`config.mk`:
```
export PLATFORM = sky130hd
export DESIGN_NAME = if_pc_redirect_unit_flat
export DESIGN_NICKNAME = d
export VERILOG_FILES = /design/src/rtl/if_pc_redirect_unit_if.sv /design/src/rtl/if_pc_redirect_unit.sv /design/src/flat_wrapper.sv
export SDC_FILE = /design/constraint.sdc
export NUM_CORES = 1
export LEC_CHECK = 0
export ABC_AREA = 1
export CAP_MARGIN = 15
export CORE_UTILIZATION = 38
export DETAILED_ROUTE_END_ITERATION = 8
export PLACE_DENSITY = 0.8
export SLEW_MARGIN = 20
export SYNTH_ARGS = -nofsm -noshare
export SYNTH_HDL_FRONTEND = slang
export SYNTH_SLANG_ARGS = --single-unit
```
`constraint.sdc`:
```
create_clock -name clk -period 1.4 [get_ports clk]
set_input_delay 0.28 -clock clk [delete_from_list [all_inputs] [get_ports clk]]
set_output_delay 0.28 -clock clk [all_outputs]
set_load 0.01 [all_outputs]
```
`src/rtl/if_pc_redirect_unit_if.sv`:
```
// Fetch-stage bundle: redirect requests from ID, instruction memory port,
// and the IF/ID register outputs.
interface if_pc_redirect_unit_if #(
  parameter int unsigned XLEN = 32
);
  logic            stall;
  logic            jr_control;
  logic [XLEN-1:0] jr_target;
  logic            jump;
  logic [25:0]     jump_index;
  logic            branch_taken;
  logic [XLEN-1:0] branch_target;
  logic [XLEN-1:0] imem_addr;
  logic [31:0]     imem_rdata;
  logic [31:0]     if_id_instr;
  logic [XLEN-1:0] if_id_pc_plus4;
  logic            if_id_valid;
  logic            flush;
  logic            jr_misaligned;

  modport slave (
    input  stall, jr_control, jr_target, jump, jump_index,
           branch_taken, branch_target, imem_rdata,
    output imem_addr, if_id_instr, if_id_pc_plus4, if_id_valid,
           flush, jr_misaligned
  );

  modport master (
    output stall, jr_control, jr_target, jump, jump_index,
           branch_taken, branch_target, imem_rdata,
    input  imem_addr, if_id_instr, if_id_pc_plus4, if_id_valid,
           flush, jr_misaligned
  );
endinterface

```
`src/rtl/if_pc_redirect_unit.sv`:
```
// Instruction-fetch stage: program counter, next-PC selection with
// JR > jump > branch priority, and the IF/ID pipeline register.
module if_pc_redirect_unit #(
  parameter int unsigned     XLEN      = 32,
  parameter logic [XLEN-1:0] RESET_PC  = '0,
  parameter logic [31:0]     NOP_INSTR = '0
) (
  input logic clk,
  input logic reset_n,
  if_pc_redirect_unit_if.slave bus
);

  typedef enum logic [1:0] {
    SEL_SEQ,
    SEL_BRANCH,
    SEL_JUMP,
    SEL_JR
  } sel_e;

  localparam logic [XLEN-1:0] FOUR = XLEN'(4);

  logic [XLEN-1:0] pc_q;
  logic [31:0]     instr_q;
  logic [XLEN-1:0] pc4_q;
  logic            valid_q;
  logic            misal_q;

  logic [XLEN-1:0] pc_plus4;
  logic [XLEN-1:0] target;
  sel_e            sel;
  logic            redirect;
  logic            misal_d;

  assign pc_plus4 = pc_q + FOUR;

  // Redirect requests only count while ID holds a real instruction.
  always_comb begin
    sel    = SEL_SEQ;
    target = pc_plus4;
    if (valid_q) begin
      if (bus.jr_control)        sel = SEL_JR;
      else if (bus.jump)         sel = SEL_JUMP;
      else if (bus.branch_taken) sel = SEL_BRANCH;
    end
    case (sel)
      SEL_JR:     target = {bus.jr_target[XLEN-1:2], 2'b00};
      SEL_JUMP:   target = {pc4_q[XLEN-1:28], bus.jump_index, 2'b00};
      SEL_BRANCH: target = bus.branch_target;
      default:    target = pc_plus4;
    endcase
  end

  assign redirect = (sel != SEL_SEQ);
  assign misal_d  = (sel == SEL_JR) && (bus.jr_target[1:0] != 2'b00);

  // Redirect wins over stall: the transfer in ID is final.
  always_ff @(posedge clk or negedge reset_n) begin
    if (!reset_n) begin
      pc_q    <= RESET_PC;
      instr_q <= NOP_INSTR;
      pc4_q   <= '0;
      valid_q <= 1'b0;
      misal_q <= 1'b0;
    end else begin
      misal_q <= misal_d;
      if (redirect) begin
        pc_q    <= target;
        instr_q <= NOP_INSTR;
        pc4_q   <= '0;
        valid_q <= 1'b0;
      end else if (!bus.stall) begin
        pc_q    <= pc_plus4;
        instr_q <= bus.imem_rdata;
        pc4_q   <= pc_plus4;
        valid_q <= 1'b1;
      end
    end
  end

  assign bus.imem_addr      = pc_q;
  assign bus.if_id_instr    = instr_q;
  assign bus.if_id_pc_plus4 = pc4_q;
  assign bus.if_id_valid    = valid_q;
  assign bus.flush          = redirect;
  assign bus.jr_misaligned  = misal_q;

endmodule

```
`src/flat_wrapper.sv`:
```
// flat-port wrapper written by rule: the top's interface ports become plain ports
module if_pc_redirect_unit_flat 
#(
  parameter int unsigned     XLEN      = 32,
  parameter logic [XLEN-1:0] RESET_PC  = '0,
  parameter logic [31:0]     NOP_INSTR = '0
)
  (clk, reset_n, bus_stall, bus_jr_control, bus_jr_target, bus_jump, bus_jump_index, bus_branch_taken, bus_branch_target, bus_imem_rdata, bus_imem_addr, bus_if_id_instr, bus_if_id_pc_plus4, bus_if_id_valid, bus_flush, bus_jr_misaligned);
  if_pc_redirect_unit_if #(.XLEN(XLEN)) bus_i ();
  input logic clk;
  input logic reset_n;
  input wire logic [$bits(bus_i.stall)-1:0] bus_stall;
  input wire logic [$bits(bus_i.jr_control)-1:0] bus_jr_control;
  input wire logic [$bits(bus_i.jr_target)-1:0] bus_jr_target;
  input wire logic [$bits(bus_i.jump)-1:0] bus_jump;
  input wire logic [$bits(bus_i.jump_index)-1:0] bus_jump_index;
  input wire logic [$bits(bus_i.branch_taken)-1:0] bus_branch_taken;
  input wire logic [$bits(bus_i.branch_target)-1:0] bus_branch_target;
  input wire logic [$bits(bus_i.imem_rdata)-1:0] bus_imem_rdata;
  output wire logic [$bits(bus_i.imem_addr)-1:0] bus_imem_addr;
  output wire logic [$bits(bus_i.if_id_instr)-1:0] bus_if_id_instr;
  output wire logic [$bits(bus_i.if_id_pc_plus4)-1:0] bus_if_id_pc_plus4;
  output wire logic [$bits(bus_i.if_id_valid)-1:0] bus_if_id_valid;
  output wire logic [$bits(bus_i.flush)-1:0] bus_flush;
  output wire logic [$bits(bus_i.jr_misaligned)-1:0] bus_jr_misaligned;
  assign bus_i.stall = bus_stall;
  assign bus_i.jr_control = bus_jr_control;
  assign bus_i.jr_target = bus_jr_target;
  assign bus_i.jump = bus_jump;
  assign bus_i.jump_index = bus_jump_index;
  assign bus_i.branch_taken = bus_branch_taken;
  assign bus_i.branch_target = bus_branch_target;
  assign bus_i.imem_rdata = bus_imem_rdata;
  assign bus_imem_addr = bus_i.imem_addr;
  assign bus_if_id_instr = bus_i.if_id_instr;
  assign bus_if_id_pc_plus4 = bus_i.if_id_pc_plus4;
  assign bus_if_id_valid = bus_i.if_id_valid;
  assign bus_flush = bus_i.flush;
  assign bus_jr_misaligned = bus_i.jr_misaligned;
  if_pc_redirect_unit #(.XLEN(XLEN), .RESET_PC(RESET_PC), .NOP_INSTR(NOP_INSTR)) u_core (.clk(clk), .reset_n(reset_n), .bus(bus_i));
endmodule
```
# Word level (Yosys, flattened, before mapping)
# Cells that the tools add are included.
# op_classes
addsub	1
eq_ne	4
n_mux	12
n_reduce_logical	3
# ops
cell	n
2-to-1 mux 32 bit	5
case mux 32 bit (3 select lines)	1
adder 32 x 3 -> 32 bit (second input constant)	1
2-to-1 mux 2 bit	3
== test 2 bit (second input constant)	2
nonzero test 2 bit	2
2-to-1 mux 1 bit	3
== test 2 x 1 -> 1 bit (second input constant)	1
inequality test 2 x 1 -> 1 bit (second input constant)	1
logical AND 1 bit	1
# totals
reg_bits	98
input_bits	128
output_inout_bits	99
word_cells	25

# Longest topological paths before layout
# logic_depth
ltp_word	7
ltp_mapped	9
mapped_depth_nobuf	9

# Worst setup path before layout
# OpenSTA, ideal clock, no wires.
# synth_timing
path_kind	reg-to-reg
start	reg u_core.pc_q[3], in the netlist u_core.bus.imem_addr[3]
end	reg u_core.pc_q[12], in the netlist u_core.bus.imem_addr[12]
setup_ns	0.134
t_arrival_ns	1.340
t_required_ns	1.266
slack_ns	-0.074
path_stages_with_launch	9
path_buffers	0
synth_period_minus_slack_ns	1.474
cell_sequence	dfrtp_1 -> ha_1 -> nand2_1 -> nor2_2 -> nand2_2 -> nor2_2 -> a21oi_1 -> o21ai_0 -> nand3_1
# synth_between
elab_chain_cells	3
word_cells_on_any_way	4
classes_between	1 x add/sub; 3 x mux
# synth_lines
element	line_no	source
start: declaration	if_pc_redirect_unit.sv:22	logic [XLEN-1:0] pc_q;
start signal: assignment	if_pc_redirect_unit.sv:67	pc_q <= target;
start signal: assignment	if_pc_redirect_unit.sv:72	pc_q <= pc_plus4;
adder 32 x 3 -> 32 bit *	if_pc_redirect_unit.sv:34	assign pc_plus4 = pc_q + FOUR;
case mux 32 bit (3 select lines) / 2-to-1 mux 32 bit (equally long branches)	if_pc_redirect_unit.sv:45, if_pc_redirect_unit.sv:71	
2-to-1 mux 32 bit *	if_pc_redirect_unit.sv:66	if (redirect) begin
# Every way passes the cells marked *; elsewhere a longest branch is shown, timed or not. The select of a mux whose other input is x is not followed.
# A chain may end at the register's enable or synchronous reset.

# Worst setup path after layout
# layout_timing
start	reg u_core.pc_q[9], in the netlist u_core.bus.imem_addr[9]
end	reg u_core.pc_q[12], in the netlist u_core.bus.imem_addr[12]
# Same word-level chain as after synthesis.

==> out/results.tsv <==
metric	value	unit
status	complete, but fails checks	
violations	setup timing	
via_per_inst	5.16	
syn_to_final_growth	86.8	%
ys_top_cells_by_area	dfrtp_1 50%, nand2_1 16%, a22o_1 7.5%	
min_period	1.67	ns
ys_warn_count	0	
worst_pin_slew	0.416	ns
critical_path_class	reg2reg	
htreeDepth	3	
ys_seq_area_share	50.3	%
start_util	38.8	%
max_freq	0.597	GHz
fillers	918	
power.density	1690	mW/mm2
grt_pass1_wl	27.9	mm
cts_root_buf	clkbuf_16	
vdd_drop_max	783	uV
synth-main-ff-cell	dfrtp_1	
required	1.68	ns
endpoint	u_core.bus.imem_addr[12]	
fin_util	72.4	%
finalSetupViolCount	97	
die_h	115	um
hold_violations	0	
dpl.hpwl	12.4	mm
cp.arrival	1.96	ns
ys_top_cells_by_count	209 x nand2_1, 98 x dfrtp_1, 56 x nor2_1, 47 x nand3_1, 42 x a22o_1	
drt_wl_total	19.7	mm
fin_ws	-0.275	ns
synth_top_cell_by_area	dfrtp_1	
drive_gt1_share	28.9	%
whs	0.396	ns
grt_max_degree	31	
async_flop_share	100	%
drv_cap	0	
cts_buffers	9	
maxSlewViolCount	0	
drt-wirelength-per-cell	17.8	um
skew	0.0102	ns
io_buffers	226	
r2r_slack	-0.27	ns
syn_area_per_cell	8.15	um2
finalCritPeriodShare	120	%
syn-num-nets	727	
rsz0062_at_grt	true	
crit-reg2reg-capture	u_core.bus.imem_addr[12]	
coreArea	0.0126	mm2
syn-instance-count	598	
synth_edf_count	0	
synth_area	0.00487	mm2
drtIter0Drc	362	
antenna_cells	0	
synth.most_common_cell	nand2_1	
power_leakage	4.59	nW
grt_pass1_vias	5587	
vias	5695	
cts_buffer_depth	2	
boundaryPins	227	
critPathCaptureType	flip-flop	
ant_nets	0	
multiInputGateArea	0.00261	mm2
place_inst	1043	
worst_setup_hold_path_clk_slew	0.07	ns
nNetsFinal	1055	
critPathLaunchType	flip-flop	
yosysUniqueCellTypes	32	
ys_seq_elements	98	
r2r_cells	9	
drcViolationCount	0	
place.gp.congestion	0.889	
rows	41	
cp_max_fo	6	
numClockSinks	98	
die-width	115	um
startpoint	u_core.bus.imem_addr[9]	
reg2reg_from	u_core.bus.imem_addr[9]	
dieArea	0.0133	mm2
drt_pass1_iterations	5	
cts_tree	done	
antenna_found_initial	0	
fin_cells	1103	
seqCellArea	0.00246	mm2
synth.top_cell.area_share	50.3	%
max_slew_margin	72.3	%
grtUsageTotal	27.4	%
globalRouteOverflowTotal	0	
clock_latency	0.35	ns
min_path_type	in2reg	
post-place-ws	-0.435	ns
## critical path, cell delays in order, from the launching register on
cell and delay (ns):
dfrtp_1 0.36, buf_4 0.14, nand2_1 0.10, nor2_1 0.25, nand2_4 0.14, nor2_4 0.24, buf_4 0.15, buf_4 0.09
o21ai_1 0.07, nand3_1 0.07
## worst min-delay path by stage
stage,startpoint,to,slack (ns),cells after the start
final,bus_jr_control,u_core.bus.jr_misaligned,0.40,4
after floorplan,reset_n,u_core.bus.if_id_instr[0],-0.02,0
after global placement,reset_n,u_core.bus.imem_addr[28],0.23,1
after CTS,reset_n,u_core.bus.if_id_pc_plus4[26],0.42,2
after detailed placement,reset_n,u_core.bus.if_id_pc_plus4[26],0.24,1
after global routing,bus_jr_control,u_core.bus.jr_misaligned,0.40,4
## area by class of cell
cell class              instances  share of cell area [%]
clock buffers                   9                    2.47
flip-flops and latches         98                    27.0
clock inverters                 7                   0.660
inverters                      32                    1.55
repair buffers                342                    37.2
multi-input cells             442                    28.7
repair inverters                1                  0.0825
well taps                     172                    2.36
## power breakdown
group	switching (W)	internal, W	total (W)
Sequential	0.000777	0.00382	0.00459
Clock	0.00118	0.00123	0.00242
Combinational	0.00415	0.00419	0.00834
Total	0.00611	0.00924	0.0154
## what timing repair did
item / 4_1_cts / 5_1_grt
pin swaps: 27 / 54
setup buffers: 21 / 16
hold buffers: 1 / 0
hold endpoints to repair: 23 / 0
gates cloned: 4 / 7
resized for setup: 218 / 95
setup endpoints to repair: 192 / 103
## cell families after synthesis
logic type / synth area share, %
adder cells (fa/ha/maj): 0.257
AO/OA/AOI/OAI: 13.6
flip-flops: 50.3
buffers and inverters: 5.42
XOR/XNOR: 1.80
AND/OR/NAND/NOR: 28.6
## per-layer routing
metal,track usage (%),routed length (um)
met5,0,0
met4,11.6,644
met3,4.32,1430
met2,47.2,9630
met1,34.1,7970
## placed cells by master, fill, tap and decap left out, types with 3 or more instances in the layout
cell type	n
clkdlybuf4s50_1	124
nand2_1	183
nor2_1	37
nand3_1	30
a22o_1	42
dfrtp_1	95
buf_8	3
nand2_2	19
dfrtp_2	3
a21oi_1	9
o21ai_1	8
nand3_2	17
buf_2	10
xor2_1	6
clkbuf_16	15
nor2_2	14
buf_16	3
inv_1	27
buf_12	13
dlygate4sd2_1	80
a21oi_2	19
clkbuf_2	5
buf_6	22
clkinvlp_4	5
nand2_4	9
nor2_4	12
nand4_1	5
a22oi_2	3
o21ai_2	9
xnor2_2	3
buf_4	71
inv_6	3
## through the flow
stage          cell area [um2]  total power (W)  TNS [ns]
6_report                  9100           0.0154    -12.82
5_1_grt                   9100           0.0162    -18.27
4_1_cts                   8610           0.0142     -8.60
3_5_place_dp              7920           0.0116    -35.28
3_3_place_gp              7920           0.0114    -32.95
2_1_floorplan             4900          0.00742    -0.295
## state kept, by name (all words and copies together) (netlist names)
name                       count
u_core.bus.imem_addr          32
u_core.bus.if_id_valid         1
u_core.bus.if_id_pc_plus4     32
u_core.bus.if_id_instr        32
u_core.bus.jr_misaligned       1
Power figures use the tool's default switching activity.
